<file path="src/rtl/id_ex_stage_pkg.sv">
// Shared definitions for the ID/EX stage: ALU op codes, control-bundle bit
// positions and default widths.
package id_ex_stage_pkg;

    localparam int REG_AW = 5;
    localparam int CTRL_W = 7;

    // Bit positions inside ctrl = {reg_write, mem_read, mem_write, mem_to_reg, branch, alu_src, reg_dst}
    localparam int CTRL_REG_DST    = 0;
    localparam int CTRL_ALU_SRC    = 1;
    localparam int CTRL_BRANCH     = 2;
    localparam int CTRL_MEM_TO_REG = 3;
    localparam int CTRL_MEM_WRITE  = 4;
    localparam int CTRL_MEM_READ   = 5;
    localparam int CTRL_REG_WRITE  = 6;

    typedef enum logic [3:0] {
        ALU_AND  = 4'd0,
        ALU_OR   = 4'd1,
        ALU_ADD  = 4'd2,
        ALU_SRLV = 4'd3,
        ALU_SRL  = 4'd4,
        ALU_LUI  = 4'd5,
        ALU_SUB  = 4'd6,
        ALU_SLT  = 4'd7,
        ALU_ORI  = 4'd8,
        ALU_EQ   = 4'd9
    } aluctl_e;

endpackage

</file>
<file path="src/rtl/id_ex_stage_if.sv">
// ID-side inputs, writeback-candidate inputs and EX-side outputs of the ID/EX stage.
// slave = the stage itself, master = whoever drives ID and observes EX.
interface id_ex_stage_if #(
    parameter int DATA_W = 32,
    parameter int REG_AW = id_ex_stage_pkg::REG_AW,
    parameter int CTRL_W = id_ex_stage_pkg::CTRL_W
);
    logic              valid_i;
    logic [DATA_W-1:0] rs_data_i;
    logic [DATA_W-1:0] rt_data_i;
    logic [DATA_W-1:0] imm_i;
    logic [REG_AW-1:0] rs_i;
    logic [REG_AW-1:0] rt_i;
    logic [REG_AW-1:0] rd_i;
    logic [4:0]        shamt_i;
    logic [3:0]        aluctl_i;
    logic [CTRL_W-1:0] ctrl_i;
    logic              flush_i;
    logic              exm_we_i;
    logic [REG_AW-1:0] exm_wa_i;
    logic [DATA_W-1:0] exm_data_i;
    logic              wb_we_i;
    logic [REG_AW-1:0] wb_wa_i;
    logic [DATA_W-1:0] wb_data_i;

    logic              stall_o;
    logic              valid_o;
    logic [DATA_W-1:0] a_o;
    logic [DATA_W-1:0] b_o;
    logic [3:0]        aluctl_o;
    logic [4:0]        shamt_o;
    logic [REG_AW-1:0] wa_o;
    logic [DATA_W-1:0] st_data_o;
    logic [CTRL_W-1:0] ctrl_o;

    modport slave (
        input  valid_i, rs_data_i, rt_data_i, imm_i, rs_i, rt_i, rd_i, shamt_i,
               aluctl_i, ctrl_i, flush_i, exm_we_i, exm_wa_i, exm_data_i,
               wb_we_i, wb_wa_i, wb_data_i,
        output stall_o, valid_o, a_o, b_o, aluctl_o, shamt_o, wa_o, st_data_o, ctrl_o
    );

    modport master (
        output valid_i, rs_data_i, rt_data_i, imm_i, rs_i, rt_i, rd_i, shamt_i,
               aluctl_i, ctrl_i, flush_i, exm_we_i, exm_wa_i, exm_data_i,
               wb_we_i, wb_wa_i, wb_data_i,
        input  stall_o, valid_o, a_o, b_o, aluctl_o, shamt_o, wa_o, st_data_o, ctrl_o
    );

endinterface

</file>
<file path="src/rtl/id_ex_stage_fwd_unit.sv">
// Priority operand forwarding for one source register: EX/MEM over MEM/WB over
// register-file data; register 0 is never forwarded.
module id_ex_stage_fwd_unit #(
    parameter int DATA_W = 32,
    parameter int REG_AW = 5
) (
    input  logic [REG_AW-1:0] i_src_addr,
    input  logic [DATA_W-1:0] i_rf_data,
    input  logic              i_exm_we,
    input  logic [REG_AW-1:0] i_exm_wa,
    input  logic [DATA_W-1:0] i_exm_data,
    input  logic              i_wb_we,
    input  logic [REG_AW-1:0] i_wb_wa,
    input  logic [DATA_W-1:0] i_wb_data,
    output logic [DATA_W-1:0] o_data
);

    logic w_exm_hit;
    logic w_wb_hit;

    assign w_exm_hit = i_exm_we && (i_exm_wa != '0) && (i_exm_wa == i_src_addr);
    assign w_wb_hit  = i_wb_we  && (i_wb_wa  != '0) && (i_wb_wa  == i_src_addr);

    always_comb begin
        o_data = i_rf_data;
        if (w_exm_hit) begin
            o_data = i_exm_data;
        end else if (w_wb_hit) begin
            o_data = i_wb_data;
        end
    end

endmodule

</file>
<file path="src/rtl/id_ex_stage.sv">
// ID/EX pipeline register with operand forwarding and load-use bubble insertion.
// Optional macro ID_EX_STATS_EN adds saturating stall/flush cycle counters.
module id_ex_stage #(
    parameter int DATA_W = 32,
    parameter int REG_AW = id_ex_stage_pkg::REG_AW,
    parameter int CTRL_W = id_ex_stage_pkg::CTRL_W
) (
    input  logic  clk_i,
    input  logic  rst_i,
    id_ex_stage_if.slave bus
`ifdef ID_EX_STATS_EN
    ,
    output logic [31:0] stall_cnt_o,
    output logic [31:0] flush_cnt_o
`endif
);

    import id_ex_stage_pkg::*;

    logic              w_hazard;
    logic              w_bubble;
    logic [DATA_W-1:0] w_fwd_rs;
    logic [DATA_W-1:0] w_fwd_rt;

    logic              r_vld_p1;
    logic [CTRL_W-1:0] r_ctrl_p1;
    aluctl_e           r_aluctl_p1;
    logic [4:0]        r_shamt_p1;
    logic [REG_AW-1:0] r_rs_p1;
    logic [REG_AW-1:0] r_rt_p1;
    logic [REG_AW-1:0] r_wa_p1;
    logic [DATA_W-1:0] r_rs_data_p1;
    logic [DATA_W-1:0] r_rt_data_p1;
    logic [DATA_W-1:0] r_imm_p1;

    // Load in EX whose result the ID instruction needs: the loaded value is not ready yet.
    assign w_hazard = bus.valid_i && r_vld_p1 && r_ctrl_p1[CTRL_MEM_READ] && (r_rt_p1 != '0)
                      && ((r_rt_p1 == bus.rs_i) || (r_rt_p1 == bus.rt_i));
    assign bus.stall_o = w_hazard && !bus.flush_i;
    assign w_bubble    = !bus.valid_i || bus.flush_i || w_hazard;

    // ---- ID -> EX register (p1) ----
    always_ff @(posedge clk_i or negedge rst_i) begin
        if (!rst_i) begin
            r_vld_p1     <= 1'b0;
            r_ctrl_p1    <= '0;
            r_aluctl_p1  <= ALU_AND;
            r_shamt_p1   <= '0;
            r_rs_p1      <= '0;
            r_rt_p1      <= '0;
            r_wa_p1      <= '0;
            r_rs_data_p1 <= '0;
            r_rt_data_p1 <= '0;
            r_imm_p1     <= '0;
        end else begin
            r_vld_p1     <= !w_bubble;
            r_ctrl_p1    <= w_bubble ? '0 : bus.ctrl_i;
            r_aluctl_p1  <= w_bubble ? ALU_AND : aluctl_e'(bus.aluctl_i);
            r_shamt_p1   <= bus.shamt_i;
            r_rs_p1      <= bus.rs_i;
            r_rt_p1      <= bus.rt_i;
            r_wa_p1      <= bus.ctrl_i[CTRL_REG_DST] ? bus.rd_i : bus.rt_i;
            r_rs_data_p1 <= bus.rs_data_i;
            r_rt_data_p1 <= bus.rt_data_i;
            r_imm_p1     <= bus.imm_i;
        end
    end

    id_ex_stage_fwd_unit #(.DATA_W(DATA_W), .REG_AW(REG_AW)) u_fwd_rs (
        .i_src_addr (r_rs_p1),
        .i_rf_data  (r_rs_data_p1),
        .i_exm_we   (bus.exm_we_i),
        .i_exm_wa   (bus.exm_wa_i),
        .i_exm_data (bus.exm_data_i),
        .i_wb_we    (bus.wb_we_i),
        .i_wb_wa    (bus.wb_wa_i),
        .i_wb_data  (bus.wb_data_i),
        .o_data     (w_fwd_rs)
    );

    id_ex_stage_fwd_unit #(.DATA_W(DATA_W), .REG_AW(REG_AW)) u_fwd_rt (
        .i_src_addr (r_rt_p1),
        .i_rf_data  (r_rt_data_p1),
        .i_exm_we   (bus.exm_we_i),
        .i_exm_wa   (bus.exm_wa_i),
        .i_exm_data (bus.exm_data_i),
        .i_wb_we    (bus.wb_we_i),
        .i_wb_wa    (bus.wb_wa_i),
        .i_wb_data  (bus.wb_data_i),
        .o_data     (w_fwd_rt)
    );

    assign bus.valid_o   = r_vld_p1;
    assign bus.ctrl_o    = r_ctrl_p1;
    assign bus.aluctl_o  = r_aluctl_p1;
    assign bus.shamt_o   = r_shamt_p1;
    assign bus.wa_o      = r_wa_p1;
    assign bus.a_o       = w_fwd_rs;
    assign bus.b_o       = r_ctrl_p1[CTRL_ALU_SRC] ? r_imm_p1 : w_fwd_rt;
    assign bus.st_data_o = w_fwd_rt;

`ifdef ID_EX_STATS_EN
    function automatic logic [31:0] sat_inc(input logic [31:0] val);
        return (val == 32'hFFFF_FFFF) ? val : val + 32'd1;
    endfunction

    logic [31:0] r_stall_cnt;
    logic [31:0] r_flush_cnt;

    always_ff @(posedge clk_i or negedge rst_i) begin
        if (!rst_i) begin
            r_stall_cnt <= '0;
            r_flush_cnt <= '0;
        end else begin
            if (bus.stall_o) r_stall_cnt <= sat_inc(r_stall_cnt);
            if (bus.flush_i) r_flush_cnt <= sat_inc(r_flush_cnt);
        end
    end

    assign stall_cnt_o = r_stall_cnt;
    assign flush_cnt_o = r_flush_cnt;
`endif

endmodule

</file>
<file path="src/flat_wrapper.sv">
// flat-port wrapper written by rule: the top's interface ports become plain ports
module id_ex_stage_flat import id_ex_stage_pkg::*;
#(
    parameter int DATA_W = 32,
    parameter int REG_AW = id_ex_stage_pkg::REG_AW,
    parameter int CTRL_W = id_ex_stage_pkg::CTRL_W
)
  (clk_i, rst_i, bus_valid_i, bus_rs_data_i, bus_rt_data_i, bus_imm_i, bus_rs_i, bus_rt_i, bus_rd_i, bus_shamt_i, bus_aluctl_i, bus_ctrl_i, bus_flush_i, bus_exm_we_i, bus_exm_wa_i, bus_exm_data_i, bus_wb_we_i, bus_wb_wa_i, bus_wb_data_i, bus_stall_o, bus_valid_o, bus_a_o, bus_b_o, bus_aluctl_o, bus_shamt_o, bus_wa_o, bus_st_data_o, bus_ctrl_o);
  id_ex_stage_if #(.DATA_W(DATA_W), .REG_AW(REG_AW), .CTRL_W(CTRL_W)) bus_i ();
  input  logic clk_i;
  input  logic rst_i;
  input wire logic [$bits(bus_i.valid_i)-1:0] bus_valid_i;
  input wire logic [$bits(bus_i.rs_data_i)-1:0] bus_rs_data_i;
  input wire logic [$bits(bus_i.rt_data_i)-1:0] bus_rt_data_i;
  input wire logic [$bits(bus_i.imm_i)-1:0] bus_imm_i;
  input wire logic [$bits(bus_i.rs_i)-1:0] bus_rs_i;
  input wire logic [$bits(bus_i.rt_i)-1:0] bus_rt_i;
  input wire logic [$bits(bus_i.rd_i)-1:0] bus_rd_i;
  input wire logic [$bits(bus_i.shamt_i)-1:0] bus_shamt_i;
  input wire logic [$bits(bus_i.aluctl_i)-1:0] bus_aluctl_i;
  input wire logic [$bits(bus_i.ctrl_i)-1:0] bus_ctrl_i;
  input wire logic [$bits(bus_i.flush_i)-1:0] bus_flush_i;
  input wire logic [$bits(bus_i.exm_we_i)-1:0] bus_exm_we_i;
  input wire logic [$bits(bus_i.exm_wa_i)-1:0] bus_exm_wa_i;
  input wire logic [$bits(bus_i.exm_data_i)-1:0] bus_exm_data_i;
  input wire logic [$bits(bus_i.wb_we_i)-1:0] bus_wb_we_i;
  input wire logic [$bits(bus_i.wb_wa_i)-1:0] bus_wb_wa_i;
  input wire logic [$bits(bus_i.wb_data_i)-1:0] bus_wb_data_i;
  output wire logic [$bits(bus_i.stall_o)-1:0] bus_stall_o;
  output wire logic [$bits(bus_i.valid_o)-1:0] bus_valid_o;
  output wire logic [$bits(bus_i.a_o)-1:0] bus_a_o;
  output wire logic [$bits(bus_i.b_o)-1:0] bus_b_o;
  output wire logic [$bits(bus_i.aluctl_o)-1:0] bus_aluctl_o;
  output wire logic [$bits(bus_i.shamt_o)-1:0] bus_shamt_o;
  output wire logic [$bits(bus_i.wa_o)-1:0] bus_wa_o;
  output wire logic [$bits(bus_i.st_data_o)-1:0] bus_st_data_o;
  output wire logic [$bits(bus_i.ctrl_o)-1:0] bus_ctrl_o;
  assign bus_i.valid_i = bus_valid_i;
  assign bus_i.rs_data_i = bus_rs_data_i;
  assign bus_i.rt_data_i = bus_rt_data_i;
  assign bus_i.imm_i = bus_imm_i;
  assign bus_i.rs_i = bus_rs_i;
  assign bus_i.rt_i = bus_rt_i;
  assign bus_i.rd_i = bus_rd_i;
  assign bus_i.shamt_i = bus_shamt_i;
  assign bus_i.aluctl_i = bus_aluctl_i;
  assign bus_i.ctrl_i = bus_ctrl_i;
  assign bus_i.flush_i = bus_flush_i;
  assign bus_i.exm_we_i = bus_exm_we_i;
  assign bus_i.exm_wa_i = bus_exm_wa_i;
  assign bus_i.exm_data_i = bus_exm_data_i;
  assign bus_i.wb_we_i = bus_wb_we_i;
  assign bus_i.wb_wa_i = bus_wb_wa_i;
  assign bus_i.wb_data_i = bus_wb_data_i;
  assign bus_stall_o = bus_i.stall_o;
  assign bus_valid_o = bus_i.valid_o;
  assign bus_a_o = bus_i.a_o;
  assign bus_b_o = bus_i.b_o;
  assign bus_aluctl_o = bus_i.aluctl_o;
  assign bus_shamt_o = bus_i.shamt_o;
  assign bus_wa_o = bus_i.wa_o;
  assign bus_st_data_o = bus_i.st_data_o;
  assign bus_ctrl_o = bus_i.ctrl_o;
  id_ex_stage #(.DATA_W(DATA_W), .REG_AW(REG_AW), .CTRL_W(CTRL_W)) u_core (.clk_i(clk_i), .rst_i(rst_i), .bus(bus_i));
endmodule
</file>
<file path="config.mk">
export PLATFORM = sky130hd
export DESIGN_NAME = id_ex_stage_flat
export DESIGN_NICKNAME = d
export VERILOG_FILES = /design/src/rtl/id_ex_stage_pkg.sv /design/src/rtl/id_ex_stage_if.sv /design/src/rtl/id_ex_stage_fwd_unit.sv /design/src/rtl/id_ex_stage.sv /design/src/flat_wrapper.sv
export SDC_FILE = /design/constraint.sdc
export NUM_CORES = 1
export LEC_CHECK = 0
export CORE_MARGIN = 2
export CORE_UTILIZATION = 37
export CTS_BUF_LIST = sky130_fd_sc_hd__clkbuf_8
export DETAILED_ROUTE_END_ITERATION = 8
export HOLD_SLACK_MARGIN = 0.02
export PLACE_DENSITY = 0.8
export SYNTH_ARGS = -nofsm -noshare
export SYNTH_HDL_FRONTEND = slang
export SYNTH_SLANG_ARGS = --single-unit
</file>
<file path="constraint.sdc">
create_clock -name clk_i -period 2.7 [get_ports clk_i]
set_clock_uncertainty 0.05 [all_clocks]
set_input_delay 0.54 -clock clk_i [delete_from_list [all_inputs] [get_ports clk_i]]
set_output_delay 0.54 -clock clk_i [all_outputs]
set_load 0.05 [all_outputs]
</file>
# ---- Yosys cells after proc, flatten, opt, wreduce, memory -nomap -nowiden
# Index checks and enable logic that the tools add are counted.
dict set report classes {
  n_eq_ne 6
  n_mux 8
  n_reduce_logical 20
}
# operator n
set op_table {}
lappend op_table {{32-bit 2-to-1 mux} 5}
lappend op_table {{5-bit == test} 6}
lappend op_table {{5-bit nonzero test} 3}
lappend op_table {{1-bit logical AND} 11}
lappend op_table {{7-bit 2-to-1 mux} 1}
lappend op_table {{5-bit 2-to-1 mux} 1}
lappend op_table {{4-bit 2-to-1 mux} 1}
lappend op_table {{1-bit logical NOT} 3}
lappend op_table {{1-bit logical OR} 3}
dict set report totals {
  regBits 128
  inputBits 207
  word_cells 44
}

# ---- Logic depth before layout (Yosys ltp)
# Gate-level depths: netlist (run 1).
dict set report depth {
  ltp_word 6
  depth_mapped 8
}

# ---- Modules after synthesis
# A second synthesis (run 1) with hierarchy kept.
dict set report hier_totals {
  hier_cells 587
  area_unflattened_um2 6261.0
}
# mod instances cells_each area_per_inst_um2
set by_module_without_submodules {}
lappend by_module_without_submodules {id_ex_stage 1 217 3926.3}
lappend by_module_without_submodules {id_ex_stage_fwd_unit 2 185 1167.4}

# ---- Worst setup path before layout (run 1)
# OpenSTA, ideal clock, no wires.
dict set report synth_timing {
  path_type {input to output}
  startpoint {input port bus_exm_wa_i[0]}
  endpoint {output port bus_b_o[30]}
  t_arrival_ps 3057
  t_required_ps 2110
  path_slack_ps -947
  cell_stages 6
  path_buffers 1
  cell_sequence {or4_4 o211ai_2 clkbuf_1 nor3_1 a31oi_1 mux2_1}
}
dict set report synth_between {
  elab_chain_cells 5
  word_cells_on_any_way 6
  cone_classes {eq/ne (1); mux (2); reduce/logical (3)}
}
# item line
set synth_rtl {}
lappend synth_rtl {{start: declaration} flat_wrapper.sv:24} ;# input wire logic [$bits(bus_i.exm_wa_i)-1:0] bus_exm_wa_i;
lappend synth_rtl {{5-bit nonzero test} id_ex_stage_fwd_unit.sv:21} ;# assign w_exm_hit = i_exm_we && (i_exm_wa != '0) && (i_exm_wa == i_src_addr);
lappend synth_rtl {{1-bit logical AND} id_ex_stage_fwd_unit.sv:21}
lappend synth_rtl {{1-bit logical AND (*)} id_ex_stage_fwd_unit.sv:21}
lappend synth_rtl {{32-bit 2-to-1 mux (*)} id_ex_stage_fwd_unit.sv:26} ;# if (w_exm_hit) begin
lappend synth_rtl {{net bus_st_data_o[30]} flat_wrapper.sv:36} ;# output wire logic [$bits(bus_i.st_data_o)-1:0] bus_st_data_o;
lappend synth_rtl {{32-bit 2-to-1 mux (*)} id_ex_stage.sv:99} ;# assign bus.b_o = r_ctrl_p1[CTRL_ALU_SRC] ? r_imm_p1 : w_fwd_rt;
lappend synth_rtl {{end: declaration} flat_wrapper.sv:32} ;# output wire logic [$bits(bus_i.b_o)-1:0] bus_b_o;
# Mark *: on every way through the listed nets, which the timed path passes. The rest lies on a longest branch.

# ---- Worst setup path in the final report (run 1)
dict set report layout_timing {
  startpoint {input port bus_wb_wa_i[4]}
  endpoint {output port bus_b_o[26]}
}
dict set report layout_between {
  elab_chain_cells 6
  word_cells_on_any_way 7
  cone_classes {eq/ne (1); mux (3); reduce/logical (3)}
}
# item line
set layout_rtl {}
lappend layout_rtl {{start: declaration} flat_wrapper.sv:27} ;# input wire logic [$bits(bus_i.wb_wa_i)-1:0] bus_wb_wa_i;
lappend layout_rtl {{5-bit nonzero test} id_ex_stage_fwd_unit.sv:22} ;# assign w_wb_hit = i_wb_we && (i_wb_wa != '0) && (i_wb_wa == i_src_addr);
lappend layout_rtl {{1-bit logical AND} id_ex_stage_fwd_unit.sv:22}
lappend layout_rtl {{1-bit logical AND (*)} id_ex_stage_fwd_unit.sv:22}
lappend layout_rtl {{32-bit 2-to-1 mux (*)} id_ex_stage_fwd_unit.sv:28} ;# end else if (w_wb_hit) begin
lappend layout_rtl {{32-bit 2-to-1 mux (*)} id_ex_stage_fwd_unit.sv:26}
lappend layout_rtl {{32-bit 2-to-1 mux (*)} id_ex_stage.sv:99}
# Every way passes the cells marked *; elsewhere a longest branch is shown, timed or not.

==> results.json, run 1 <==
{
  "place_hpwl_mm": 16.9,
  "dieArea_um2": 17900,
  "cts_inserted_buffers": 17,
  "ant_nets": 0,
  "layout_min_cycle_time_ns": 3.08,
  "final-instance-count-excl-fill": 1188,
  "p_sw_uw": 1950,
  "start_kind": "input pin",
  "ios": 326,
  "routedWlPerCell_um": 23.5,
  "route.detailed.drc": 0,
  "htree_levels": 4,
  "multi_input_area_um2": 4070,
  "cts_root_buf": "clkbuf_8",
  "hold_violations": 0,
  "post-route-period-util_pct": 114,
  "grt_pass1_vias": 6893,
  "vias": 6216,
  "cp_cell_sequence": "dlygate4sd2_1 > nor2_1 > a211o_4 > buf_12 > or3_4 > a31oi_4 > mux2_4 > buf_8",
  "comb_power_share_pct": 35.8,
  "maxSlewHeadroom_pct": 64.1,
  "swShare_pct": 33.4,
  "area_growth_pct": 113,
  "cts_tree": "done",
  "cellLeakagePower_uw": 0.00536,
  "port_buffers": 325,
  "synth_edf_count": 0,
  "cp_slowest_stage_delay_ns": 0.41,
  "place_area_um2": 10800,
  "seq_area_um2": 3210,
  "synthMostInstantiatedCell": "dfrtp_1",
  "netlist_instances": 532,
  "drt_iter0_drc": 280,
  "yosysSeqAreaShare_pct": 51.4,
  "max_freq_mhz": 324,
  "min_path_type": "input pin to async pin",
  "slew_viol_final": 0,
  "p_int_uw": 3880,
  "antenna_found_initial": 3,
  "max_slew.worst_pin.slew_ns": 0.536,
  "syn_area_um2": 6230,
  "synth_top_area_share_pct": 51.4,
  "required_ns": 2.11,
  "place_inst": 1120,
  "path_max_fanout": 28,
  "finalSetupTns_ns": -29.75,
  "whs_ns": 0.469,
  "ys_seq_elements": 128,
  "ys_types": 32,
  "syn-mean-instance-area_um2": 11.7,
  "violations": "negative setup slack",
  "rows": 47,
  "ir_drop_mv": 0.471,
  "rsz0062_at_grt": "true",
  "status": "complete, but fails checks",
  "core_um2": 16500,
  "cp-end-kind": "primary output",
  "slowest_stage": "a211o_4",
  "wirelength_mm": 27.9,
  "p_per_area_nw_per_um2": 439,
  "finalSetupViolations": 96,
  "crit_arrival_ns": 2.49,
  "cts.sinks": 128,
  "cts_buffer_depth": 2,
  "crit_start": "bus_wb_wa_i[4]",
  "drive_gt1_share_pct": 49.5,
  "rr_startpoint": "u_core.r_rt_p1[4]",
  "overflow": 0,
  "clkTransAtPathRegs_ns": 0.08,
  "die_h_um": 134,
  "ys_async_sr_fraction_pct": 100,
  "postLayoutCellArea_um2": 13300,
  "yosysTopAreaCell": "dfrtp_1",
  "grt.total_usage_pct": 30.2,
  "die_x_um": 134,
  "layout.nets": 1159,
  "maxCapViolCount": 0,
  "pwr-share-seq_pct": 35.4,
  "clk-insertion-delay-late_ns": 0.44,
  "synthTopCellsByCount": "dfrtp_1 (128), mux2_2 (36), nor2_1 (35)",
  "initial_core_util_pct": 37.7,
  "ys.flop_type": "dfrtp_1",
  "synth_nets": 739,
  "drt-pass1-iter-count": 4,
  "yosys_warnings": 0,
  "power_uw": 5830,
  "worstSetupPathType": "input pin to primary output",
  "grt_pass1_wl_mm": 39.9,
  "fillers": 869,
  "yosys-top-cells-area": "dfrtp_1 (51%), a31oi_4 (10%), mux2_2 (6.5%), mux2i_1 (5.1%), xnor2_1 (3.8%)",
  "viasPerCell": 5.23,
  "grt_max_degree": 69,
  "worst_slack_ns": -0.383,
  "pwr-share-clk_pct": 28.8,
  "gp_congestion": 0.814
}
[per-stage QoR]
step                util (%)  worst slack, ns
floorplan                  -           -0.248
global placement        65.6           -0.645
detailed placement      65.6           -0.698
CTS                     77.5           -0.395
global route            80.3           -0.439
finish                  80.3           -0.383
[cells by family (layout without fill, tap and decap cells)]
| group | count (synthesis) | in the layout | share of synthesized area (%) |
|---|---|---|---|
| compound gates | 103 | 103 | 16.5 |
| xor+xnor | 30 | 30 | 4.22 |
| buf+inv | 75 | 508 | 5.49 |
| flops | 128 | 128 | 51.4 |
| mux | 69 | 69 | 11.8 |
| other cells | 0 | 3 | 0 |
| simple gates | 127 | 127 | 10.5 |
[power groups by stage]
stage               Clock (uW)  Combinational (uW)  Sequential [uW]
floorplan                    0                 845             2130
global placement             0                1710             2080
detailed placement           0                1740             2080
CTS                       1710                1980             2060
global route              1790                2160             2070
finish                    1680                2080             2070
[sequential cells by signal, summed over array words and instances, names as in the netlist]
signal               cells
u_core.bus.ctrl_o        7
u_core.r_rt_p1           5
u_core.r_rs_data_p1     32
u_core.r_rs_p1           5
u_core.bus.valid_o       1
u_core.bus.aluctl_o      4
u_core.bus.shamt_o       5
u_core.r_rt_data_p1     32
u_core.bus.wa_o          5
u_core.r_imm_p1         32
[path summary, 6_finish.rpt]
kind | cells past startpoint | slack (ns) | endpoint
min in group clk_i | 1 | 0.48 | u_core.r_imm_p1[4]
min | 2 | 0.47 | u_core.bus.wa_o[0]
max in group asynchronous | 3 | 1.46 | u_core.r_rs_data_p1[2]
max | 8 | -0.38 | bus_b_o[26]
min reg2reg | 4 | 0.81 | u_core.bus.valid_o
max reg2reg | 8 | 0.97 | u_core.bus.aluctl_o[2]
[layout by cell type, fill, tap and decap left out, types with 12 or more instances in the layout]
cell,instances
a21oi_4,31
a31oi_4,32
buf_12,35
buf_16,13
buf_4,71
buf_6,37
buf_8,56
clkbuf_8,18
clkdlybuf4s50_1,216
dfrtp_1,124
inv_1,35
mux2_4,32
mux2i_4,28
nor2_2,12
nor2_4,20
nor3_1,27
o21ai_0,16
o21ai_1,17
or3_4,32
xnor2_1,13
xnor2_2,14
[layout make-up]
type | instances | area share, %
timing repair buffer | 443 | 39.1
multi-input combinational | 329 | 30.7
sequential | 128 | 24.2
tap | 220 | 2.08
clock buffer | 18 | 1.87
clock inverter | 14 | 1.08
inverter | 33 | 0.934
antenna | 3 | 0.0566
[metal layers]
layer	track usage [%]	routed length, um	vias up
met5	0	0	-
met4	17.1	1570	0
met3	9.06	2170	108
met2	54.4	14700	371
met1	30.9	9420	3033
li1	-	-	2704
[repair_timing]
item                       4_1_cts  5_1_grt
hold buffers                     1        0
setup endpoints to repair       96       97
setup buffers                   15        4
pin swaps                       23       26
hold endpoints to repair        24        0
resized for setup              290       90
cloned                          12        3
[worst max-delay path, delay by kind of cell]
| family | cells | cell delay, ns |
|---|---|---|
| buffers and inverters | 3 | 0.64 |
| AOI/OAI and AO/OA | 2 | 0.63 |
| and+or+nand+nor | 2 | 0.47 |
| muxes | 1 | 0.20 |
(Power assumes the default switching activity.)
==> run 2: changes to the inputs <==
CAP_MARGIN = 30   (was default)
==> results of run 2 <==
Same layout as run 1: the final DEF is identical, and so are final timing and power.
==> run 3: changes to the inputs <==
GPL_TIMING_DRIVEN = 0   (was default)
RECOVER_POWER = 100   (was default)
==> run 3 against run 2 <==
  * The run ends with max-capacitance violations, max-slew violations, negative setup slack left
  * Utilization fell by 2.3 points
  * Setup slack got worse by 0.087 ns
  * Flip-flop and latch count did not move
  * Largest cell class unchanged
==> results.json, run 3 (synthesis results as in run 1) <==
{
  "drt-pass1-iter-count": 4,
  "cts_tree": "done",
  "crit_arrival_ns": 2.58,
  "drt_iter0_drc": 216,
  "cp-endpoint": "bus_b_o[27]",
  "clk-insertion-delay-late_ns": 0.46,
  "place_inst": 1078,
  "overflow": 0,
  "rows": 47,
  "r2r_cells": 7,
  "rsz0062_at_grt": "true",
  "area_growth_pct": 107,
  "reg2reg_to": "u_core.bus.aluctl_o[2]",
  "final_cell_mix": "dlygate4sd3_1 (134), dfrtp_1 (123), clkdlybuf4s50_1 (81)",
  "reg_top3": "u_core.r_imm_p1: 32 flops, u_core.r_rs_data_p1: 32 flops, u_core.r_rt_data_p1: 32 flops",
  "antenna_found_initial": 7,
  "clkTransAtPathRegs_ns": 0.08,
  "cts_buffer_depth": 2,
  "ir_drop_mv": 0.287,
  "place_hpwl_mm": 16.7,
  "cts.sinks": 128,
  "maxSlewHeadroom_pct": -24.7,
  "port_buffers": 325,
  "layout.nets": 1127,
  "cp_cell_sequence": "xor2_2 > a211o_4 > clkbuf_8 > or3_4 > a31oi_4 > mux2_4 > buf_8",
  "grt.total_usage_pct": 30.2,
  "ios": 326,
  "m1WireLength_mm": 9.52,
  "wirelength_mm": 26.9,
  "vias": 6004,
  "path_max_fanout": 10,
  "fillers": 946,
  "multi_input_area_um2": 4200,
  "rr_startpoint": "u_core.r_rt_p1[4]",
  "hold_violations": 0,
  "core_um2": 16500,
  "grt_pass1_wl_mm": 39.7,
  "finalSetupViolations": 96,
  "dr.max_layer_used": "met5",
  "final-instance-count-excl-fill": 1159,
  "met2WireLength_mm": 14.2,
  "ant_nets": 0,
  "seq_area_um2": 3210,
  "max_slew.worst_pin.slew_ns": 1.87,
  "viasPerCell": 5.18,
  "p_per_area_nw_per_um2": 447,
  "r2r_slack_ns": 0.84,
  "layout_min_cycle_time_ns": 3.17,
  "slowest_stage": "dfrtp_2",
  "grt_pass1_vias": 6768,
  "routedWlPerCell_um": 23.2,
  "drive_gt1_share_pct": 50.1,
  "htree_levels": 4,
  "cts_inserted_buffers": 17,
  "crit_start": "u_core.r_rt_p1[4]",
  "worstSetupPathType": "flop to primary output",
  "cp_slowest_stage_delay_ns": 0.47,
  "cp-end-kind": "primary output",
  "post-route-period-util_pct": 117,
  "dr_wl_met3_mm": 1.94,
  "dieArea_um2": 17900,
  "cts_root_buf": "clkbuf_8",
  "grt_max_degree": 74,
  "worst_slack_ns": -0.470,
  "layout.cells.most_common": "dlygate4sd3_1",
  "start_kind": "flop",
  "violations": "max-capacitance violations, max-slew violations, negative setup slack",
  "required_ns": 2.11,
  "cellLeakagePower_uw": 0.00515,
  "die_h_um": 134,
  "die_x_um": 134,
  "status": "complete, but fails checks",
  "maxCapViolCount": 1,
  "initial_core_util_pct": 37.7,
  "max_freq_mhz": 315,
  "slew_viol_final": 74,
  "route.detailed.drc": 0,
  "gp_congestion": 0.782,
  "min_path_type": "input pin to async pin",
  "pre_cts_ws_ns": -1.77
}
## run 3: per-layer routing
metal | global-route usage, % | vias up
met5 | 0 | -
met4 | 15.9 | 2
met3 | 8.83 | 91
met2 | 53.2 | 311
met1 | 32.8 | 2964
li1 | - | 2636
## run 3: final cells by class
type,count,area share (%)
antenna,6,0.117
clock inverter,15,1.34
multi-input combinational,330,32.6
inverter,33,0.961
tap,220,2.14
clock buffer,17,1.82
buffer,33,3.30
sequential,128,24.9
timing repair buffer,377,32.8
## run 3: repair_timing
item | 4_1_cts | 5_1_grt
buffers inserted | 30 | 17
cloned | 10 | 1
hold buffers | 0 | 0
endpoints found under the setup margin | 97 | 97
pin swaps | 45 | 21
resized for setup | 1014 | 90
## run 3: critical path: cells and delay by family, from the launching register on
| family | cells | cell delay (ns) |
|---|---|---|
| simple gates | 1 | 0.36 |
| buf+inv | 2 | 0.33 |
| flops | 1 | 0.47 |
| mux | 1 | 0.19 |
| compound gates | 2 | 0.57 |
| xor+xnor | 1 | 0.19 |
## run 3: worst min-delay path by stage
| stage | to | slack, ns | cells past startpoint |
|---|---|---|---|
| finish | u_core.bus.wa_o[1] | 0.50 | 1 |
| global route | u_core.r_rt_data_p1[14] | 0.56 | 1 |
| CTS | u_core.bus.wa_o[1] | 0.06 | 1 |
| detailed placement | u_core.bus.wa_o[1] | 0.56 | 1 |
| global placement | u_core.bus.ctrl_o[6] | 0.82 | 4 |
| floorplan | u_core.bus.aluctl_o[0] | 0.19 | 0 |
## run 3: power by group
part           total [uW]  internal [uW]  switching [uW]
Sequential           2070           2010            58.2
Clock                1750            905             845
Combinational        1940            889            1050
Total                5760           3810            1950
## run 3: per-stage QoR
stage          area, um^2  hold slack (ns)  total power, uW  setup TNS (ns)  util [%]
2_1_floorplan        6740            0.194             2980           -7.51         -
3_3_place_gp        10300            0.823             3680         -686.64      62.2
3_5_place_dp        10300            0.561             3700         -148.17      62.3
4_1_cts             12500           0.0580             5720          -31.95      75.9
5_1_grt             12900            0.556             5950          -48.32      78.0
6_report            12900            0.504             5760          -32.84      78.0
